### config.mk
export PLATFORM = sky130hd
export DESIGN_NAME = ecc_apb_regfile
export DESIGN_NICKNAME = d
export VERILOG_FILES = /design/src/rtl/ecc_pkg.sv /design/src/rtl/apb_slave_fsm.sv /design/src/rtl/ecc_apb_regfile.sv
export SDC_FILE = /design/constraint.sdc
export NUM_CORES = 1
export LEC_CHECK = 0
export CORE_ASPECT_RATIO = 0.9
export CORE_MARGIN = 3
export CORE_UTILIZATION = 45
export DETAILED_ROUTE_END_ITERATION = 12
export PLACE_DENSITY = 0.75
export RECOVER_POWER = 25
export REMOVE_ABC_BUFFERS = 1
export SYNTH_ARGS = -nofsm -noshare
export SYNTH_HDL_FRONTEND = slang
export SYNTH_SLANG_ARGS = --single-unit
export TNS_END_PERCENT = 10
### constraint.sdc
create_clock -name clk -period 2.95 [get_ports clk]
set_input_delay 0.59 -clock clk [delete_from_list [all_inputs] [get_ports clk]]
set_output_delay 0.59 -clock clk [all_outputs]
set_load 0.1 [all_outputs]
### src/rtl/ecc_pkg.sv
// Shared definitions for the ECC APB register bank: address map, FSM state types and CTRL encodings.
package ecc_pkg;

    localparam logic [31:0] ADDR_CTRL     = 32'h0000_0000;
    localparam logic [31:0] ADDR_DATA_IN  = 32'h0000_0004;
    localparam logic [31:0] ADDR_CW       = 32'h0000_0008;
    localparam logic [31:0] ADDR_NOISE    = 32'h0000_000C;
    localparam logic [31:0] ADDR_DATA_OUT = 32'h0000_0010;
    localparam logic [31:0] ADDR_STATUS   = 32'h0000_0014;

    typedef enum logic [1:0] {IDLE, SETUP, ACCESS} apb_state_t;
    typedef enum logic {READY, BUSY} core_state_t;

    localparam logic [1:0] ENC  = 2'd0;
    localparam logic [1:0] DEC  = 2'd1;
    localparam logic [1:0] FULL = 2'd2;

endpackage

### src/rtl/apb_slave_fsm.sv
// APB responder protocol FSM: tracks IDLE/SETUP/ACCESS and produces write/read strobes for the bank.
//
// state  | meaning
// IDLE   | no transfer in progress
// SETUP  | setup phase seen, waiting for penable
// ACCESS | access phase done; a pending write commits on this cycle's edge
module apb_slave_fsm
    import ecc_pkg::*;
#(
    parameter int AMBA_WORD       = 32,
    parameter int AMBA_ADDR_WIDTH = 32
) (
    input  logic                       clk,
    input  logic                       rst,
    input  logic                       psel,
    input  logic                       penable,
    input  logic                       pwrite,
    input  logic [AMBA_ADDR_WIDTH-1:0] paddr,
    input  logic [AMBA_WORD-1:0]       pwdata,
    output logic                       wr_en,
    output logic                       rd_en,
    output logic [AMBA_ADDR_WIDTH-1:0] addr,
    output logic [AMBA_WORD-1:0]       wdata
);

    apb_state_t state, state_next;
    logic       write_q;

    always_ff @(posedge clk) begin
        if (rst) begin
            state   <= IDLE;
            write_q <= 1'b0;
            addr    <= '0;
            wdata   <= '0;
        end else begin
            state <= state_next;
            // Bus may already be moving on when the commit edge arrives, so hold the transfer.
            if (state == SETUP && psel && penable) begin
                write_q <= pwrite;
                addr    <= paddr;
                wdata   <= pwdata;
            end
        end
    end

    always_comb begin
        state_next = state;
        case (state)
            IDLE:    state_next = (psel && !penable) ? SETUP : IDLE;
            SETUP: begin
                if (psel && penable)
                    state_next = ACCESS;
                else if (psel)
                    state_next = SETUP;
                else
                    state_next = IDLE;
            end
            ACCESS:  state_next = (psel && !penable) ? SETUP : IDLE;
            default: state_next = IDLE;
        endcase
    end

    assign wr_en = (state == ACCESS) && write_q;
    assign rd_en = psel && !penable && !pwrite;

endmodule

### src/rtl/ecc_apb_regfile.sv
// APB register bank for the ECC core: config registers, start/busy handshake and result capture.
// Define ECC_REG_READBACK_EN to make CTRL/DATA_IN/CODEWORD_WIDTH/NOISE readable.
module ecc_apb_regfile
    import ecc_pkg::*;
#(
    parameter int DATA_WIDTH      = 32,
    parameter int AMBA_WORD       = 32,
    parameter int AMBA_ADDR_WIDTH = 32
) (
    input  logic                       clk,
    input  logic                       rst,
    input  logic                       psel,
    input  logic                       penable,
    input  logic                       pwrite,
    input  logic [AMBA_ADDR_WIDTH-1:0] paddr,
    input  logic [AMBA_WORD-1:0]       pwdata,
    output logic [AMBA_WORD-1:0]       prdata,
    output logic [1:0]                 ctrl,
    output logic [DATA_WIDTH-1:0]      data_in,
    output logic [1:0]                 codeword_width,
    output logic [AMBA_WORD-1:0]       noise,
    output logic                       start,
    input  logic                       core_done,
    input  logic [DATA_WIDTH-1:0]      core_data_out,
    input  logic [1:0]                 core_num_of_errors,
    output logic                       operation_done
);

    localparam logic [AMBA_ADDR_WIDTH-1:0] A_CTRL     = AMBA_ADDR_WIDTH'(ADDR_CTRL);
    localparam logic [AMBA_ADDR_WIDTH-1:0] A_DATA_IN  = AMBA_ADDR_WIDTH'(ADDR_DATA_IN);
    localparam logic [AMBA_ADDR_WIDTH-1:0] A_CW       = AMBA_ADDR_WIDTH'(ADDR_CW);
    localparam logic [AMBA_ADDR_WIDTH-1:0] A_NOISE    = AMBA_ADDR_WIDTH'(ADDR_NOISE);
    localparam logic [AMBA_ADDR_WIDTH-1:0] A_DATA_OUT = AMBA_ADDR_WIDTH'(ADDR_DATA_OUT);
    localparam logic [AMBA_ADDR_WIDTH-1:0] A_STATUS   = AMBA_ADDR_WIDTH'(ADDR_STATUS);

    logic                       wr_en, rd_en;
    logic [AMBA_ADDR_WIDTH-1:0] addr;
    logic [AMBA_WORD-1:0]       wdata;
    logic [AMBA_WORD-1:0]       rd_word;
    logic [DATA_WIDTH-1:0]      data_out_q;
    logic [1:0]                 errors_q;
    logic                       busy, start_set;
    core_state_t                core_state, core_next;

    apb_slave_fsm #(
        .AMBA_WORD       (AMBA_WORD),
        .AMBA_ADDR_WIDTH (AMBA_ADDR_WIDTH)
    ) u_fsm (
        .clk     (clk),
        .rst     (rst),
        .psel    (psel),
        .penable (penable),
        .pwrite  (pwrite),
        .paddr   (paddr),
        .pwdata  (pwdata),
        .wr_en   (wr_en),
        .rd_en   (rd_en),
        .addr    (addr),
        .wdata   (wdata)
    );

    assign busy = (core_state == BUSY);

    always_ff @(posedge clk) begin
        if (rst) core_state <= READY;
        else     core_state <= core_next;
    end

    always_comb begin
        core_next = core_state;
        start_set = 1'b0;
        case (core_state)
            READY: begin
                if (wr_en && addr == A_CTRL && wdata[1:0] != 2'd3) begin
                    core_next = BUSY;
                    start_set = 1'b1;
                end
            end
            BUSY:    if (core_done) core_next = READY;
            default: core_next = READY;
        endcase
    end

    always_ff @(posedge clk) begin
        if (rst) begin
            ctrl           <= ENC;
            data_in        <= '0;
            codeword_width <= '0;
            noise          <= '0;
            start          <= 1'b0;
            operation_done <= 1'b0;
            data_out_q     <= '0;
            errors_q       <= '0;
            prdata         <= '0;
        end else begin
            start <= start_set;
            // Configuration is frozen for the whole time the core is working.
            if (wr_en && !busy) begin
                case (addr)
                    A_CTRL:    if (wdata[1:0] != 2'd3) ctrl <= wdata[1:0];
                    A_DATA_IN: data_in        <= wdata[DATA_WIDTH-1:0];
                    A_CW:      codeword_width <= wdata[1:0];
                    A_NOISE:   noise          <= wdata;
                    default:   ;
                endcase
            end
            if (start_set)
                operation_done <= 1'b0;
            if (busy && core_done) begin
                data_out_q     <= core_data_out;
                errors_q       <= core_num_of_errors;
                operation_done <= 1'b1;
            end
            if (rd_en)
                prdata <= rd_word;
        end
    end

    always_comb begin
        rd_word = '0;
        case (paddr)
`ifdef ECC_REG_READBACK_EN
            A_CTRL:     rd_word[1:0]            = ctrl;
            A_DATA_IN:  rd_word[DATA_WIDTH-1:0] = data_in;
            A_CW:       rd_word[1:0]            = codeword_width;
            A_NOISE:    rd_word                 = noise;
`endif
            A_DATA_OUT: rd_word[DATA_WIDTH-1:0] = data_out_q;
            A_STATUS:   rd_word[3:0]            = {errors_q, busy, operation_done};
            default:    ;
        endcase
    end

endmodule
== Word-level counts from Yosys, hierarchy flattened ==
Index checks and enable logic that the tools add are counted.
Storage, ports and cells
  word-level logic and storage cells: 56
  register bits after elaboration: 204
  output and inout bits: 102
Cells by class
  reduce and logical (&&, ||, !) cells: 21
  bitwise gates (word level): 1
  equality and inequality tests: 8
  multiplexer cells: 12
Operators by type and width (count)
  $eq 32x4->1 const B: 2
  $eq 32x5->1 const B: 2
  $eq 32x3->1 const B: 1
  $logic_not 32->1: 1
  $mux 28: 1
  $logic_and 1x1->1: 10
  $pmux 4 s2: 1
  $mux 1: 7
  $reduce_and 2->1: 3
  $pmux 2 s2: 1
  $logic_not 1->1: 3
  $reduce_and 3->1: 1
  $eq 2x1->1 const B: 1
  $eq 2x2->1 const B: 1
  $logic_not 2->1: 1
  $mux 2: 1
  $ne 2x2->1 const B: 1
  $pmux 1 s2: 1
  $reduce_bool 2->1: 1
  $reduce_or 2->1: 1
  $not 1->1: 1

== Logic depth before layout (Yosys ltp) ==
  word-level depth: 8
  depth in mapped cells: 6
  mapped depth without buffers: 4

== Hierarchy ==
A second synthesis with hierarchy kept.
Second synthesis, totals
  cell total of the unflattened synthesis: 880
  area, all modules: 8740.9 sq um
By module, submodules not included
  ecc_apb_regfile: instances 1, cells each 589, area an instance 5764.3 sq um, seq. area each 2742.6 sq um
  apb_slave_fsm: instances 1, cells each 291, area an instance 2976.6 sq um, seq. area each 1341.3 sq um

== Worst setup path before layout ==
OpenSTA, ideal clock, no wires.
  path type: input to register
  start: in pwrite
  end: reg prdata[10]
  cell stages on the path: 6
  setup slack: 0.980 ns
  data required time: 2.880 ns
  data arrival time: 1.900 ns
  cell sequence: or3b_1 clkbuf_1 nor3_1 buf_2 nand4_1 a21oi_1
On the way
  longest elaborated chain between the ends: 2
RTL lines
  from (decl): line ecc_apb_regfile.sv:14  | input logic pwrite,
  $logic_not 1->1: line apb_slave_fsm.sv:64  | assign rd_en = psel && !penable && !pwrite;
  $logic_and 1x1->1: line apb_slave_fsm.sv:64
  to (signal assigned): line ecc_apb_regfile.sv:115  | prdata <= rd_word;
  to (decl): line ecc_apb_regfile.sv:17  | output logic [AMBA_WORD-1:0] prdata,
Every way passes these cells.
A chain may end at the register's enable or synchronous reset.

== Worst setup path after layout ==
  start: in penable
  end: reg u_fsm.wdata[19]
On the way
  longest elaborated chain between the ends: 1
RTL lines
  from (decl): line ecc_apb_regfile.sv:13  | input logic penable,
  $logic_and 1x1->1: line apb_slave_fsm.sv:38  | if (state == SETUP && psel && penable) begin
  to (signal assigned): line apb_slave_fsm.sv:41  | wdata <= pwdata;
  to (decl): line apb_slave_fsm.sv:23  | output logic [AMBA_WORD-1:0] wdata
Every way passes these cells.

==> run metrics <==
VDD IR max about 0.31 mV; r2r setup slk 600 ps; synth-to-layout area growth 32.9%; Syn Inst Count 914; dpl cells 1300; syn_area_per_cell between 8 and 9 µm²; num rows 45; max cap viols 0; area of the multi-input gates 3570 µm²; synth unique cells 30; final-layout fill cell count 1558; Nets around 1200; initial core utilization 46.5%; Seq. cell area 4080 µm²; largest net degree at the start of global routing 86; Setup-failing EPs final 0; share of layout cells above drive strength 1 14.6%; Leak between 3 and 4 nW; CTS clock-pin slew for the worst setup and hold paths roughly 60 ps; clk sinks 204; io pins 206; DRT Pass-1 Iters 4; Critical Path RT around 3300 ps; DRC viols 0; worst setup path endpoint u_fsm.wdata[19]; die footprint 19300 µm²; starting DRC count in detailed routing 300; final WL just over 20000 µm; post-CTS sizing 0; post-route ant nets 0; Post-CTS Hold Fix Bufs 0; Final period util 83.2%; number of synthesized flops with an enable pin 0; Worst setup SP type primary input; Seq/Total Area, Yosys 51.4%; Port Buffers 205; Synth top area share between 50% and 60%; Tot Pwr 5.47 mW; Reg-to-Reg End noise[4]; total track usage 20.3%; PD cells 518 nW/µm²; vias per cell 5.01; Fin Hold WS 448 ps; vias post-DR roughly 6700; GPL Wtd Cong 0.772; vias in the first global route 6444; Relative slew margins 1.83%; Skew-Pair Late Insertion Delay 480 ps; Max Clk Rate 408 MHz; worst flop-to-flop path startpoint u_fsm.addr[5]; first-pass GRT wire length 33100 µm; leading area contributor after synthesis dfxtp_1; final hold violation count 0; worst clock skew between 9 and 10 ps; H-tree Lvls 1; worst-path fanout max 65; yosys warns 0; DP Worst Slack 491 ps; post-CTS setup buffer count 0; Critical Path Start penable; Post-DP HPWL between 10000 and 15000 µm; RSZ-0062 raised after global routing no; Root Driver clkbuf_16; final worst slack 496 ps; async set or reset register ratio after synthesis 0%; most common flop cell mapped by yosys dfxtp_1; critical path class primary input to flip-flop; grt ovf 0; Mapped Area 7950 µm²; DR WL/cell ~15 µm; minimum clock period ~2500 ps; CTS buffer count 21; Slew @ Worst Pin 1470 ps; largest cells by area after synthesis dfxtp_1 51%, nand2_1 11%, mux2i_1 8.6%; initial antenna violation count 1; outcome complete, no violations; CTS tree done; chip height 132 µm; Slew Viols, Final 0; clk buf depth 3; Core ar. 17100 µm²; Arr. time, crit path 2830 ps; Reg2Reg Depth 5; Yosys reg bits roughly 200; Worst Hold Class flip-flop to flip-flop; Die X 146 µm; Layout Cells excl Fill between 1000 and 1500; CP Capture Type flip-flop
cell usage after synthesis, types with 2 or more instances:
| cell type | count |
|---|---|
| nand2_1 | 232 |
| dfxtp_1 | 204 |
| a21oi_1 | 132 |
| nand2b_1 | 103 |
| mux2i_1 | 68 |
| clkbuf_1 | 60 |
| nand4_1 | 34 |
| nor2b_1 | 29 |
| nor4_1 | 12 |
| buf_2 | 4 |
| mux2_2 | 4 |
| buf_1 | 3 |
| buf_4 | 3 |
| buf_6 | 3 |
| or4_1 | 3 |
| and4b_1 | 2 |
| nor2_1 | 2 |
| nor3_1 | 2 |
| nor4b_2 | 2 |
| or3_1 | 2 |
report_power, final:
part	internal [mW]	switching, mW
logic	0.165	0.115
clock network	1.42	0.994
registers	2.77	0.00658
cell usage in the layout (no fill, tap or decap), types with 4 or more instances in the layout:
master / synthesis / final
clkbuf_8: 0 / 5
nand2b_1: 103 / 103
buf_4: 3 / 114
clkbuf_1: 60 / 6
a21oi_1: 132 / 132
mux2_2: 4 / 4
clkdlybuf4s50_1: 0 / 100
mux2i_1: 68 / 68
clkbuf_16: 0 / 21
nand4_1: 34 / 34
nand2_1: 232 / 232
nor4_1: 12 / 12
buf_12: 0 / 5
nor2b_1: 29 / 29
dfxtp_1: 204 / 204
cell type report:
type | count | area share, %
sequential | 204 | 38.7
tap | 235 | 2.78
clock buffer | 31 | 5.80
timing repair buffer | 224 | 18.8
inverter | 1 | 0.0355
clock inverter | 2 | 0.0947
multi-input combinational | 636 | 33.8
antenna | 1 | 0.0237
critical path: stages:
cell           delay [ps]
dlygate4sd3_1         590
and4b_2               230
clkbuf_2             1020
nand2_1               170
a21oi_1               200
registers in the layout, indices dropped and copies added (netlist names), 2 cells and up:
register / cells
codeword_width: 2
ctrl: 2
data_in: 32
data_out_q: 32
errors_q: 2
noise: 32
prdata: 32
u_fsm.addr: 32
u_fsm.state: 2
u_fsm.wdata: 32
cells by family after synthesis:
kind of cell    synth area share, %
simple gates                   26.9
flops                          51.4
buf+inv                        3.98
compound gates                 8.64
mux                            9.13
through the flow:
stage               util, %  setup TNS, ps  area, µm²
floorplan                 -         -44350       7640
global placement       58.2              0       9960
detailed placement     58.2              0       9960
finish                 61.7              0      10600
global route           61.7              0      10600
CTS                    61.9              0      10600
worst min-delay path by stage:
stage                   startpoint        endpoint  slack (ps)  cells after the start
floorplan            u_fsm.addr[1]   u_fsm.addr[1]         430                      2
global placement    data_out_q[14]  data_out_q[14]         440                      2
detailed placement  data_out_q[30]  data_out_q[30]         440                      2
CTS                 data_out_q[30]  data_out_q[30]         450                      2
global route        data_out_q[21]  data_out_q[21]         470                      2
finish              data_out_q[31]  data_out_q[31]         450                      2
layer usage:
metal	global-route usage [%]	vias up	wire length (µm)	share of wire, %
li1	-	3383	-	-
met1	27.4	3090	9400	46
met4	6.06	0	629	3.1
met3	3.16	43	955	4.7
met2	33.7	173	9520	46
met5	0	-	0	0
(Power assumes the default switching activity.)
